==> config.mk <==
export PLATFORM = sky130hd
export DESIGN_NAME = fifo_stream_reader
export DESIGN_NICKNAME = d
export VERILOG_FILES = /design/src/rtl/fifo_pkg.sv /design/src/rtl/reader_skid_buf.sv /design/src/rtl/fifo_stream_reader.sv
export SDC_FILE = /design/constraint.sdc
export NUM_CORES = 1
export LEC_CHECK = 0
export BUFFER_PORTS_ARGS = -buffer_cell sky130_fd_sc_hd__clkbuf_2
export CAP_MARGIN = 20
export CORE_ASPECT_RATIO = 0.7
export CORE_MARGIN = 5
export CORE_UTILIZATION = 55
export DETAILED_ROUTE_END_ITERATION = 12
export PLACE_DENSITY = 0.81
export SETUP_SLACK_MARGIN = 0.02
export SLEW_MARGIN = 20
export SYNTH_ARGS = -nofsm -noshare
export SYNTH_HDL_FRONTEND = slang
export SYNTH_SLANG_ARGS = --single-unit
==> constraint.sdc <==
create_clock -name clk -period 7.66 [get_ports clk]
set_input_delay 0 -clock clk [delete_from_list [all_inputs] [get_ports clk]]
set_output_delay 0 -clock clk [all_outputs]
set_load 0.03 [all_outputs]
==> src/rtl/fifo_pkg.sv <==
// Shared constants and helpers for the synchronous FIFO, its interface and
// the drain-side stream reader.
package fifo_pkg;

  // Cycles from r_en to data_out being valid on the FIFO read port.
  localparam int FIFO_RD_LATENCY = 1;

  // Defaults shared with synchronous_fifo and fifo_interface.
  localparam int DATA_WIDTH = 8;
  localparam int DEPTH      = 8;

  // Default width of the reader's pop counter.
  localparam int CNT_WIDTH  = 16;

  // Occupancy of the reader's 2-entry output buffer (0..2).
  typedef logic [1:0] occ_t;

  // True when issuing one more read cannot overflow the 2-entry buffer.
  // The load is words buffered plus the word in flight, less the word
  // leaving this cycle. It cannot go negative because a pop needs occ >= 1.
  function automatic logic can_issue(input occ_t occ, input logic inflight,
                                     input logic pop);
    logic [2:0] load;
    load = {1'b0, occ} + {2'b00, inflight} - {2'b00, pop};
    return (load < 3'd2);
  endfunction

endpackage

==> src/rtl/reader_skid_buf.sv <==
// Two-entry register FIFO that absorbs the FIFO read latency, so the reader
// can keep streaming while downstream applies backpressure.
module reader_skid_buf #(
  parameter int DATA_WIDTH = fifo_pkg::DATA_WIDTH
) (
  input  logic                  clk,
  input  logic                  rst,
  input  logic                  wr,
  input  logic [DATA_WIDTH-1:0] wdata,
  input  logic                  rd,
  output logic [DATA_WIDTH-1:0] head,
  output fifo_pkg::occ_t        count
);
  import fifo_pkg::*;

  logic [DATA_WIDTH-1:0] entry [2];
  logic                  head_ptr;
  logic                  tail_ptr;

  generate
    for (genvar gi = 0; gi < 2; gi++) begin : g_entry
      logic [DATA_WIDTH-1:0] word_reg;

      // Capture the incoming word when the tail points at this slot.
      always_ff @(posedge clk) begin
        if (rst) begin
          word_reg <= '0;
        end else if (wr && (tail_ptr == 1'(gi))) begin
          word_reg <= wdata;
        end
      end

      assign entry[gi] = word_reg;
    end
  endgenerate

  // Advance the pointers and the count. Write and read may coincide; the
  // caller never writes into a full buffer.
  always_ff @(posedge clk) begin
    if (rst) begin
      head_ptr <= 1'b0;
      tail_ptr <= 1'b0;
      count    <= '0;
    end else begin
      if (wr) tail_ptr <= ~tail_ptr;
      if (rd) head_ptr <= ~head_ptr;
      count <= count + {1'b0, wr} - {1'b0, rd};
    end
  end

  assign head = entry[head_ptr];

endmodule

==> src/rtl/fifo_stream_reader.sv <==
// Drain-side controller for synchronous_fifo. It pops words through the
// registered read port and presents them in order on a valid/ready stream.
module fifo_stream_reader #(
  parameter int DATA_WIDTH = fifo_pkg::DATA_WIDTH,
  parameter int CNT_WIDTH  = fifo_pkg::CNT_WIDTH
) (
  input  logic                  clk,
  input  logic                  rst,
  input  logic                  enable,
  input  logic                  fifo_empty,
  input  logic [DATA_WIDTH-1:0] fifo_data,
  output logic                  fifo_r_en,
  output logic                  m_valid,
  output logic [DATA_WIDTH-1:0] m_data,
  input  logic                  m_ready,
  output logic [CNT_WIDTH-1:0]  pop_count
);
  import fifo_pkg::*;

  occ_t                 occ;
  logic                 pop;
  logic                 inflight_reg;
  logic [CNT_WIDTH-1:0] pop_count_reg;

  assign m_valid = (occ != 2'd0);
  assign pop     = m_valid && m_ready;

  // A read is only issued when its word is guaranteed a buffer slot when it
  // lands next cycle. m_ready feeds this path directly, so reads resume in
  // the same cycle that backpressure is released.
  assign fifo_r_en = !rst && enable && !fifo_empty
                     && can_issue(occ, inflight_reg, pop);

  reader_skid_buf #(
    .DATA_WIDTH (DATA_WIDTH)
  ) u_skid_buf (
    .clk   (clk),
    .rst   (rst),
    .wr    (inflight_reg),
    .wdata (fifo_data),
    .rd    (pop),
    .head  (m_data),
    .count (occ)
  );

  // Track the read in flight and count every read issued; the counter wraps.
  always_ff @(posedge clk) begin
    if (rst) begin
      inflight_reg  <= 1'b0;
      pop_count_reg <= '0;
    end else begin
      inflight_reg <= fifo_r_en;
      if (fifo_r_en) pop_count_reg <= pop_count_reg + CNT_WIDTH'(1);
    end
  end

  assign pop_count = pop_count_reg;

endmodule

**Word-level counts from Yosys, hierarchy flattened**

Index checks and enable logic that the tools add are counted.
Widths: inputs -> output; s select.

- Input port bits: 13
- Word-level logic and storage cells: 29
- Bits in registers: 37
- Output and inout port bits: 26

- Reduce and logical (&&, ||, !) cells: 9
- Muxes and demuxes: 3
- $lt $le $gt $ge: 2
- Bitwise operators: 3
- Add/subtract/negate cells: 5

Operator list:

| cell | count |
|---|---|
| $mux 8 | 3 |
| $add 16x1->16 const B | 1 |
| $logic_and 1x1->1 | 6 |
| $add 2x1->3 | 1 |
| $lt 3x2->1 const B | 1 |
| $sub 3x1->3 | 1 |
| $add 2x1->2 | 1 |
| $ge 2x2->1 const B | 1 |
| $logic_not 1->1 | 2 |
| $not 1->1 | 2 |
| $not 1->2 | 1 |
| $reduce_bool 2->1 | 1 |
| $sub 2x1->2 | 1 |

**Logic depth before layout (Yosys ltp)**

- Word-level depth: 5
- Gate-level depth with buffers: 11
- Gate-level depth less buffers: 10

**By module**

From an unflattened synthesis, not the netlist that was laid out.

- Cells, all modules: 193
- Area total of the unflattened synthesis: 1750.4 µm²

By module, submodules not included:

| module | times used | cells each | seq. area each (µm²) | area each (µm²) |
|---|---|---|---|---|
| fifo_stream_reader | 1 | 95 | 340.3 | 902.1 |
| reader_skid_buf | 1 | 98 | 400.4 | 848.3 |

**Worst setup path before layout**

No wires, ideal clock.

- Path kind: reg2reg
- Start point: register u_skid_buf.count[1]
- End point: register pop_count_reg[1], in the netlist pop_count[1]
- Arrival time: 3069 ps
- Buffers on the path: 1
- Library setup time: 128 ps
- Slack: 4463 ps
- Clock period less this slack: 3197 ps
- Data required time: 7532 ps
- Stages on the path, launching flop included: 12
- Path through: dfxtp_1 > or2_2 > and2_1 > ha_1 > inv_1 > ha_1 > fa_1 > nor4b_4 > and2_0 > clkbuf_1 > mux2i_1 > nor2_1

- Longest elaborated chain between the ends: 5
- Elaborated cells between the ends (all ways): 6
- Classes of those cells: add/sub (2); order compare (1); reduce/logical (3)

Ends and longest elaborated chain:

| what | line | RTL |
|---|---|---|
| from (decl) | reader_skid_buf.sv:12 | `output fifo_pkg::occ_t count` |
| from (signal assigned) | reader_skid_buf.sv:47 | `count <= count + {1'b0, wr} - {1'b0, rd};` |
| $reduce_bool 2->1 | fifo_stream_reader.sv:25 | `assign m_valid = (occ != 2'd0);` |
| named net m_valid | fifo_stream_reader.sv:13 | `output logic m_valid,` |
| $logic_and 1x1->1 | fifo_stream_reader.sv:26 | `assign pop = m_valid && m_ready;` |
| named net pop | fifo_stream_reader.sv:21 | `logic pop;` |
| $sub 3x1->3 | fifo_pkg.sv:24 | `load = {1'b0, occ} + {2'b00, inflight} - {2'b00, pop};` |
| $lt 3x2->1 | fifo_pkg.sv:25 | `return (load < 3'd2);` |
| $logic_and 1x1->1 | fifo_stream_reader.sv:32 | `&& can_issue(occ, inflight_reg, pop);` |
| named net fifo_r_en | fifo_stream_reader.sv:12 | `output logic fifo_r_en,` |
| to (signal assigned) | fifo_stream_reader.sv:53 | `if (fifo_r_en) pop_count_reg <= pop_count_reg + CNT_WIDTH'(1);` |
| to (decl) | fifo_stream_reader.sv:23 | `logic [CNT_WIDTH-1:0] pop_count_reg;` |

The timed path passes the listed nets, and every way through them passes these cells.
A chain may end at the register's enable or synchronous reset.

**Worst setup path after layout**

- Start point: register u_skid_buf.count[1]
- End point: register pop_count_reg[15], in the netlist pop_count[15]

- Longest elaborated chain between the ends: 5
- Elaborated cells between the ends (all ways): 6
- Classes of those cells: add/sub (2); order compare (1); reduce/logical (3)

Ends and longest elaborated chain:

| what | line |
|---|---|
| $reduce_bool 2->1 | fifo_stream_reader.sv:25 |
| $logic_and 1x1->1 | fifo_stream_reader.sv:26 |
| named net pop | fifo_stream_reader.sv:21 |
| $sub 3x1->3 | fifo_pkg.sv:24 |
| $lt 3x2->1 | fifo_pkg.sv:25 |
| $logic_and 1x1->1 | fifo_stream_reader.sv:32 |

The timed path passes the listed nets, and every way through them passes these cells.

==> qor.yml <==
die_h_um: 55.8
slew_violations: 0
reg2reg_to: "pop_count[15]"
num_vias: 1391
viasPerCell: 5.19
place_ws_ps: 4470
wl_met2_um: 1550
drc_errors: 0
yosys-top-cells-area: "dfxtp_1, a21oi_1, nand2_1"
ys.flop_type: "dfxtp_1"
ys_warn_count: 0
die_x_um: 75.5
cts_resized: 0
yosysUniqueCellTypes: 30
avgRoutedWirePerCell_um: 13.2
postCtsSetupRepairBufs: 0
fin_skew_ps: 3.94
io_pins: 39
n_fill_cell: 233
track_usage_pct: 18.7
wl_met1_um: 1790
required_ps: 7860
min_to: "inflight_reg"
setup_violations: 0
post_dp_cell_area_um2: 1840
finalCritPeriodShare_pct: 41.9
cts-htree-levels: 2
dpl.hpwl_um: 2430
async_flop_share_pct: 0
core_um2: 2840
rr_worst_depth: 10
critPathKind: "reg2reg"
port_buffers: 38
fin_total_pwr_w: 0.000499
n_antenna_cell: 0
p_per_area_nw_per_um2: 249
min_delay_path_depth: 3
hp-class: "in2reg"
cpPeakStageDelay_ps: 560
cts_tree: "done"
final-seq-area_um2: 741
multiInputGateArea_um2: 842
area_growth_syn_to_layout_pct: 21.4
start_util_pct: 58.1
routed_wl_um: 3550
ys_ff_latch: 37
grt_max_degree: 38
hold_buffers: 8
ant_nets: 0
cts.path.max_buffers: 2
die_area_um2: 4210
antenna_found_initial: 0
r2r_slack_ps: 4450
crit_path_top_delay_cell: "xor2_1"
worstSetupEndpointType: "register"
clkLatencyLatePin_ps: 280
hold_start: "fifo_empty"
syn_area_per_cell_um2: 8.78
fin_tns_setup_ps: 0
drive_above_1_share_pct: 24.6
layout.nets: 248
fin_ws_ps: 4450
top_layer: "met4"
synthTopCellsByCount: "dfxtp_1, nand2_1, a21oi_1"
slew_headroom_pct: 50.0
worstMarginPinSlew_ps: 750
syn_area_um2: 1650
critical_path_arrival_ps: 3410
wl_met3_um: 174
yosysTopAreaCellShare_pct: 44.9
netlist_instances: 188
gp_congestion: 0.719
fmax_ghz: 0.311
grt_overflow_total: 0
synth_seq_area_share_pct: 44.9
status: "completed"
irDropWorstVdd_v: 0.000121
maxCapViolCount: 0
cts_root_buf: "clkbuf_8"
dr.first_iter.drc_count: 91
fin_crit_ps: 3210
cts_buffers: 5
synth_enable_flop_cells: 0
critPathMaxFanout: 10
fin_area_um2: 2000
worst_r2r_startpoint: "u_skid_buf.count[1]"
grt_pass1_vias: 1272
hold_violations: 0
clock-sinks: 37
worstPathCellList: "or2_2 > and2_1 > ha_1 > inv_1 > ha_1 > fa_1 > xor2_1 > nand4_4 > or4_1 > a21oi_1"
drtPass1Iterations: 6
yosysMostFrequentCell: "dfxtp_1"
rsz0062_at_grt: "no"
yosys.area.top_type: "dfxtp_1"
synth_fp_nets: 205
grt_pass1_wl_um: 6130
rows: 16
path_clk_slew_ps: 70
critPathLaunchType: "register"
p_leak_nw: 0.792
cpMostUsedCell: "ha_1"
## power by group
group / internal, W / total, W / switching, W
logic: 0.0000523 / 0.000138 / 0.0000852
clock network: 0.0000630 / 0.000129 / 0.0000659
registers: 0.000209 / 0.000232 / 0.0000232
## layout make-up
class,instances,share of cell area (%)
flip-flops and latches,37,37.0
well taps,36,2.25
clock buffers,6,3.62
inverters,6,1.12
multi-input cells,135,42.0
clock inverters,2,0.500
repair buffers,46,13.5
## kinds of logic (layout without fill, tap and decap cells)
kind of cell,count (synthesis),after routing,synth area share (%)
fa+ha+maj,4,4,3.49
xor+xnor,8,8,4.25
compound gates,35,35,10.8
mux,9,9,6.07
buf+inv,16,60,4.09
flops,37,37,44.9
simple gates,79,79,26.5
## metal layers
layer,vias up,track usage (%)
li1,733,-
met1,621,27.2
met2,32,25.7
met3,5,5.78
met4,0,6.23
met5,-,0
## layout by cell type (no fill, tap or decap), types with 7 or more instances in the layout
cell           instances
nand2_1               27
clkbuf_2              38
a21oi_1               26
o21ai_1                7
nor2_1                 8
dfxtp_1               37
mux2_2                 8
or3_1                  8
nand3_1               12
dlygate4sd3_1          8
## through the flow
stage | hold WS (ps) | util, % | std cells
after global placement | 245 | 64.7 | 252
final | 81.0 | 70.5 | 268
after floorplan | 134 | - | 188
after CTS | 72.5 | 70.5 | 268
after detailed placement | 246 | 64.7 | 252
after global routing | 82.9 | 70.5 | 268
## worst max-delay path: cells and delay by family (launching register included)
family	cells	cell delay, ps
xor gates and xnor gates	1	560
DFF	1	330
AOI/OAI and AO/OA	1	140
adders and majority gates	3	820
buffers and inverters	1	40
and+or+nand+nor	4	1240
## worst max-delay path by stage
| stage | start | to | slack [ps] | cells past startpoint |
|---|---|---|---|---|
| floorplan | u_skid_buf.count[1] | pop_count[1] | 4460 | 11 |
| global placement | u_skid_buf.count[1] | pop_count[15] | 4530 | 10 |
| detailed placement | u_skid_buf.count[1] | pop_count[12] | 4470 | 10 |
| CTS | u_skid_buf.count[1] | pop_count[12] | 4460 | 10 |
| global route | u_skid_buf.count[1] | pop_count[10] | 4210 | 10 |
| finish | u_skid_buf.count[1] | pop_count[15] | 4450 | 10 |
Power figures use the tool's default switching activity.
